File: src/rtl/msrv32_muldiv.sv
// RV32M multiply/divide unit: 32-cycle shift-add multiplier and restoring divider
// working on operand magnitudes, with a single-cycle fast path for divide-by-zero and signed overflow.
module msrv32_muldiv (
   input  logic        clk_in,
   input  logic        rst_in,
   input  logic        start_in,
   input  logic [2:0]  funct3_in,
   input  logic [31:0] op_1_in,
   input  logic [31:0] op_2_in,
   input  logic        kill_in,
   output logic        busy_out,
   output logic        done_out,
   output logic [31:0] result_out
);

   typedef enum logic [1:0] {
      S_IDLE = 2'd0,
      S_MUL  = 2'd1,
      S_DIV  = 2'd2,
      S_DONE = 2'd3
   } state_t;

   state_t      state_q;
   logic [4:0]  cnt_q;
   logic [63:0] acc_q;
   logic [31:0] opb_q;
   logic [2:0]  f3_q;
   logic        neg_q;
   logic        neg_rem_q;
   logic        busy_q;
   logic        done_q;
   logic [31:0] result_q;

   logic        sgn_1_s;
   logic        sgn_2_s;
   logic [31:0] mag_1_s;
   logic [31:0] mag_2_s;
   logic        fast_s;
   logic [31:0] fast_res_s;
   logic [32:0] sum_s;
   logic [32:0] diff_s;
   logic [63:0] acc_d;
   logic [63:0] prod_s;
   logic [31:0] quo_s;
   logic [31:0] rem_s;
   logic [31:0] res_d;

   // Operand signs, magnitudes and fast-path detection for the request on the inputs
   always_comb begin
      if (funct3_in[2]) begin
         sgn_1_s = ~funct3_in[0] & op_1_in[31];
         sgn_2_s = ~funct3_in[0] & op_2_in[31];
      end else begin
         sgn_1_s = (funct3_in[1:0] != 2'b11) & op_1_in[31];
         sgn_2_s = ~funct3_in[1] & op_2_in[31];
      end
      mag_1_s = sgn_1_s ? (32'd0 - op_1_in) : op_1_in;
      mag_2_s = sgn_2_s ? (32'd0 - op_2_in) : op_2_in;
      if (funct3_in[2] && (op_2_in == 32'd0)) begin
         fast_s     = 1'b1;
         fast_res_s = funct3_in[1] ? op_1_in : 32'hFFFF_FFFF;
      end else if (funct3_in[2] && !funct3_in[0] &&
                   (op_1_in == 32'h8000_0000) && (op_2_in == 32'hFFFF_FFFF)) begin
         fast_s     = 1'b1;
         fast_res_s = funct3_in[1] ? 32'd0 : 32'h8000_0000;
      end else begin
         fast_s     = 1'b0;
         fast_res_s = 32'd0;
      end
   end

   // One iteration step; acc_q holds {high product, multiplier} or {remainder, dividend/quotient}
   always_comb begin
      sum_s  = {1'b0, acc_q[63:32]} + (acc_q[0] ? {1'b0, opb_q} : 33'd0);
      diff_s = acc_q[63:31] - {1'b0, opb_q};
      if (state_q == S_MUL) begin
         acc_d = {sum_s, acc_q[31:1]};
      end else if (!diff_s[32]) begin
         acc_d = {diff_s[31:0], acc_q[30:0], 1'b1};
      end else begin
         acc_d = {acc_q[62:0], 1'b0};
      end
      prod_s = neg_q ? (64'd0 - acc_d) : acc_d;
      quo_s  = neg_q ? (32'd0 - acc_d[31:0]) : acc_d[31:0];
      rem_s  = neg_rem_q ? (32'd0 - acc_d[63:32]) : acc_d[63:32];
      if (state_q == S_MUL) begin
         res_d = (f3_q[1:0] == 2'b00) ? prod_s[31:0] : prod_s[63:32];
      end else if (f3_q[1]) begin
         res_d = rem_s;
      end else begin
         res_d = quo_s;
      end
   end

   // Control FSM with registered status outputs and datapath registers
   always_ff @(posedge clk_in) begin
      if (rst_in) begin
         state_q   <= S_IDLE;
         cnt_q     <= 5'd0;
         acc_q     <= 64'd0;
         opb_q     <= 32'd0;
         f3_q      <= 3'd0;
         neg_q     <= 1'b0;
         neg_rem_q <= 1'b0;
         busy_q    <= 1'b0;
         done_q    <= 1'b0;
         result_q  <= 32'd0;
      end else if (kill_in) begin
         state_q <= S_IDLE;
         busy_q  <= 1'b0;
         done_q  <= 1'b0;
      end else begin
         case (state_q)
            S_IDLE, S_DONE: begin
               done_q <= 1'b0;
               busy_q <= 1'b0;
               cnt_q  <= 5'd0;
               if (start_in) begin
                  f3_q      <= funct3_in;
                  neg_q     <= sgn_1_s ^ sgn_2_s;
                  neg_rem_q <= sgn_1_s;
                  if (funct3_in[2]) begin
                     opb_q <= mag_2_s;
                     acc_q <= {32'd0, mag_1_s};
                  end else begin
                     opb_q <= mag_1_s;
                     acc_q <= {32'd0, mag_2_s};
                  end
                  if (fast_s) begin
                     state_q  <= S_DONE;
                     done_q   <= 1'b1;
                     result_q <= fast_res_s;
                  end else begin
                     state_q <= funct3_in[2] ? S_DIV : S_MUL;
                     busy_q  <= 1'b1;
                  end
               end else begin
                  state_q <= S_IDLE;
               end
            end
            S_MUL, S_DIV: begin
               acc_q <= acc_d;
               cnt_q <= cnt_q + 5'd1;
               if (cnt_q == 5'd31) begin
                  state_q  <= S_DONE;
                  busy_q   <= 1'b0;
                  done_q   <= 1'b1;
                  result_q <= res_d;
               end
            end
            default: begin
               state_q <= S_IDLE;
               busy_q  <= 1'b0;
               done_q  <= 1'b0;
            end
         endcase
      end
   end

   assign busy_out   = busy_q;
   assign done_out   = done_q;
   assign result_out = result_q;

endmodule

File: config.mk
export PLATFORM = sky130hd
export DESIGN_NAME = msrv32_muldiv
export DESIGN_NICKNAME = d
export VERILOG_FILES = /design/src/rtl/msrv32_muldiv.sv
export SDC_FILE = /design/constraint.sdc
export NUM_CORES = 1
export LEC_CHECK = 0
export CAP_MARGIN = 30
export CORE_MARGIN = 1.5
export CORE_UTILIZATION = 30
export CTS_CLUSTER_DIAMETER = 80
export DETAILED_ROUTE_END_ITERATION = 16
export GPL_ROUTABILITY_DRIVEN = 0
export GPL_TIMING_DRIVEN = 1
export PLACE_DENSITY = 0.51
export SLEW_MARGIN = 20
export SYNTH_ARGS = -nofsm -noshare
export SYNTH_HDL_FRONTEND = slang
export SYNTH_SLANG_ARGS = --single-unit
export TNS_END_PERCENT = 50
File: constraint.sdc
create_clock -name clk_in -period 4.9 [get_ports clk_in]
set_clock_uncertainty 0.15 [all_clocks]
set_input_delay 1.225 -clock clk_in [delete_from_list [all_inputs] [get_ports clk_in]]
set_output_delay 1.225 -clock clk_in [all_outputs]
set_load 0.01 [all_outputs]
==> impl_metrics.sql <==
INSERT INTO impl_metrics (metric_group, metric, value, unit) VALUES
('critical_path', 'setup.reg_to_reg.worst_slack', '-0.04', 'ns'),
('critical_path', 'worstReg2RegEnd', 'result_out[16]', ''),
('run_status', 'result_of_the_run', 'finished, violations left', ''),
('cts', 'clock_tree.root_cell', 'sky130_fd_sc_hd__clkbuf_16', ''),
('yosys', 'syn-cell-area', '16060', 'um^2'),
('critical_path', 'rr_worst_depth', '22', ''),
('timing', 'final-max-slew-violation-count', '0', ''),
('critical_path', 'cp_max_fo', '5', ''),
('critical_path', 'crit-reg2reg-launch', 'acc_q[31]', ''),
('global_route', 'global_route.overflow_total', '0', ''),
('power_and_ir_drop', 'power.switching_fraction', '0.4113', ''),
('timing', 'slew_headroom', '0.3721', ''),
('yosys', 'syn-instance-count', '2284', ''),
('global_route', 'grt_pass1_wl', '111000', 'um'),
('yosys', 'post_synthesis_sequential_element_count', '141', ''),
('placement', 'dp_hpwl', '59900', 'um'),
('detailed_routing', 'route.detailed.drc', '0', ''),
('cells_and_area', 'design_area', '20780', 'um^2'),
('global_route', 'grt_use_total', '0.2691', ''),
('run_status', 'failed_checks', 'negative setup slack', ''),
('cts', 'tritoncts_clock_tree', 'built', ''),
('timing', 'finalWorstSetupSlack', '-0.03884', 'ns'),
('timing', 'final-setup-viol-count', '7', ''),
('yosys', 'synth_edf_count', '0', ''),
('timing', 'finalHoldWorstSlack', '0.3047', 'ns'),
('critical_path', 'worst_setup_path_end_kind', 'flop', ''),
('power_and_ir_drop', 'internal_power', '3.461', 'mW'),
('global_route', 'grt_antenna_before_repair', '4', ''),
('timing', 'hold_viol', '0', ''),
('cells_and_area', 'final_cells', '3268', ''),
('critical_path', 'cp_data_required_time', '5.12', 'ns'),
('power_and_ir_drop', 'comb_power_share', '0.526', ''),
('die', 'boundaryPins', '105', ''),
('min_path', 'worstHoldEndpoint', 'result_out[8]', ''),
('timing', 'fmax', '202.5', 'MHz'),
('cts', 'cts_buffers', '17', ''),
('cells_and_area', 'post_route_cells_drive_above_1_share', '0.1834', ''),
('cts', 'register_clock_pin_slew_on_the_reported_worst_setup_and_hold_paths', '0.07', 'ns'),
('critical_path', 'setup.worst_path.class', 'reg -> reg', ''),
('power_and_ir_drop', 'power_density_over_the_cells', '282.9', 'nW/um^2'),
('die', 'chipWidth', '234.4', 'um'),
('die', 'design.core.area', '52760', 'um^2'),
('die', 'design.die.area', '54920', 'um^2'),
('detailed_routing', 'routed_wl', '74640', 'um'),
('placement', 'area_after_dpl', '19680', 'um^2'),
('timing', 'grt_setup_unrepaired', 'true', ''),
('cells_and_area', 'layout.nets', '2711', ''),
('flow_run', 'drv_cap', '0', ''),
('global_route', 'grt_start_max_net_pins', '82', ''),
('detailed_routing', 'route.vias.total', '19268', ''),
('cts', 'clk-insertion-delay-late', '0.47', 'ns'),
('yosys', 'dominant_register_cell_in_the_synthesized_netlist', 'sky130_fd_sc_hd__dfxtp_1', ''),
('power_and_ir_drop', 'clock_power_share', '0.263', ''),
('min_path', 'hold_path_cells', '2', ''),
('placement', 'numPlacedInstances', '3218', ''),
('timing', 'final_period_util', '1.008', ''),
('yosys', 'synth_warnings', '0', ''),
('cts', 'h-tree-depth', '4', ''),
('cts', 'clock_sinks', '141', ''),
('cells_and_area', 'post-route-util', '0.3939', ''),
('timing', 'tightestPinTransition', '0.9400', 'ns'),
('power_and_ir_drop', 'cellLeakagePower', '8.216', 'nW'),
('yosys', 'part_of_the_yosys_area_used_for_sequential_elements', '0.1758', ''),
('yosys', 'syn-num-nets', '2429', ''),
('min_path', 'min_path_type', 'reg -> reg', ''),
('die', 'start_util', '0.3043', ''),
('detailed_routing', 'routed_wire_length_per_instance', '22.84', 'um'),
('detailed_routing', 'detailedRoute.firstPassIterationCount', '6', ''),
('detailed_routing', 'post_drt_via_cell_ratio', '5.896', ''),
('global_route', 'vias_in_the_first_global_route', '18057', ''),
('cts', 'clock_tree.buffer_depth', '2', '');
## per-layer routing
| metal | GRT usage | up-vias | share of wire |
|---|---|---|---|
| li1 | - | 9001 | - |
| met1 | 0.3503 | 9156 | 0.42 |
| met2 | 0.4198 | 931 | 0.44 |
| met3 | 0.05496 | 176 | 0.086 |
| met4 | 0.1352 | 4 | 0.050 |
| met5 | 0 | - | 0.00040 |
## cells in the final DEF (no fill, tap or decap), types with 68 or more instances in the layout
cell type                           n
sky130_fd_sc_hd__a21oi_1          181
sky130_fd_sc_hd__o21ai_0          139
sky130_fd_sc_hd__buf_4            302
sky130_fd_sc_hd__clkdlybuf4s50_1  102
sky130_fd_sc_hd__ha_1              68
sky130_fd_sc_hd__nor2_1           257
sky130_fd_sc_hd__xnor2_1           95
sky130_fd_sc_hd__inv_1             71
sky130_fd_sc_hd__xor2_1            80
sky130_fd_sc_hd__dfxtp_1          135
sky130_fd_sc_hd__nand2_1          235
## logic make-up after synthesis
group / synth area share
AND/OR/NAND/NOR: 0.2479
flip-flops: 0.1758
adder cells (fa/ha/maj): 0.05860
buffers and inverters: 0.05424
XOR/XNOR: 0.09857
multiplexers: 0.04488
AO/OA/AOI/OAI: 0.3200
## what timing repair did
action,CTS,global route
endpoints found under the setup margin,25,30
pin swaps,4,15
hold buffers,0,0
resized for setup,17,53
setup buffers,6,10
## worst max path at each step
stage	start	to	slack, ns	depth (start not counted)
final	acc_q[31]	result_out[16]	-0.04	22
after global routing	acc_q[31]	result_out[2]	-0.25	25
after CTS	acc_q[31]	result_out[2]	-0.02	25
after detailed placement	acc_q[31]	result_out[17]	-0.30	19
after global placement	acc_q[31]	result_out[17]	-0.27	19
after floorplan	acc_q[31]	result_out[2]	-0.004	24
## sequential cells by signal, indices dropped and copies added (netlist names)
name and cells:
acc_q 64, busy_out 1, cnt_q 5, done_out 1
f3_q 2, neg_q 1, neg_rem_q 1, opb_q 32
result_out 32, state_q 2
## critical path, stage by stage (launching register included)
cell                       delay [ns]
sky130_fd_sc_hd__dfxtp_2         0.32
sky130_fd_sc_hd__inv_2           0.07
sky130_fd_sc_hd__ha_4            0.13
sky130_fd_sc_hd__inv_2           0.03
sky130_fd_sc_hd__fa_2            0.35
sky130_fd_sc_hd__a211oi_4        0.24
sky130_fd_sc_hd__o211ai_2        0.13
sky130_fd_sc_hd__a311o_1         0.36
sky130_fd_sc_hd__a211oi_4        0.23
sky130_fd_sc_hd__buf_6           0.15
sky130_fd_sc_hd__xnor2_4         0.09
sky130_fd_sc_hd__nand2_2         0.08
sky130_fd_sc_hd__and2_4          0.16
sky130_fd_sc_hd__ha_4            0.13
sky130_fd_sc_hd__nand2_2         0.05
sky130_fd_sc_hd__or4_4           0.44
sky130_fd_sc_hd__or4_4           0.49
sky130_fd_sc_hd__buf_4           0.17
sky130_fd_sc_hd__or2_4           0.27
sky130_fd_sc_hd__o31ai_1         0.29
sky130_fd_sc_hd__xnor2_1         0.15
sky130_fd_sc_hd__o211ai_1        0.10
sky130_fd_sc_hd__a211oi_1        0.25
## Yosys cell counts, types with 23 or more instances
cell type	count	share of area
sky130_fd_sc_hd__a222oi_1	23	0.014
sky130_fd_sc_hd__a211oi_1	45	0.021
sky130_fd_sc_hd__mux2_2	24	0.017
sky130_fd_sc_hd__nand3_1	36	0.011
sky130_fd_sc_hd__a22oi_1	41	0.019
sky130_fd_sc_hd__o21ai_0	148	0.046
sky130_fd_sc_hd__a21o_1	25	0.012
sky130_fd_sc_hd__o211ai_1	46	0.022
sky130_fd_sc_hd__a21oi_1	182	0.057
sky130_fd_sc_hd__o21a_1	26	0.012
sky130_fd_sc_hd__xnor2_1	97	0.053
sky130_fd_sc_hd__clkbuf_1	113	0.026
sky130_fd_sc_hd__mux2i_1	45	0.028
sky130_fd_sc_hd__nor2_1	268	0.063
sky130_fd_sc_hd__ha_1	72	0.056
sky130_fd_sc_hd__o31ai_1	30	0.014
sky130_fd_sc_hd__a31oi_1	25	0.0097
sky130_fd_sc_hd__nand4_1	29	0.011
sky130_fd_sc_hd__nor3_1	70	0.022
sky130_fd_sc_hd__inv_1	73	0.017
sky130_fd_sc_hd__nand2_1	242	0.057
sky130_fd_sc_hd__and2_1	43	0.017
sky130_fd_sc_hd__xor2_1	80	0.044
sky130_fd_sc_hd__nand2b_1	23	0.0090
sky130_fd_sc_hd__dfxtp_1	141	0.18
## power groups by stage
stage	sequential, mW	clock, mW	combinational [mW]
6_report	1.24	1.55	3.09
5_1_grt	1.24	1.60	3.29
4_1_cts	1.24	1.56	2.91
3_5_place_dp	1.26	0	2.86
3_3_place_gp	1.26	0	2.85
2_1_floorplan	1.24	0	1.55
## layout make-up
cell class	count	area, um^2
tap	688	860.8
timing repair buffer	412	3383
sequential	141	2830
clock inverter	9	178.9
multi-input combinational	1918	12750
clock buffer	23	498.0
antenna	1	2.502
inverter	76	285.3
fill	5576	31980
No activity file was read; power rests on OpenSTA's default activity.
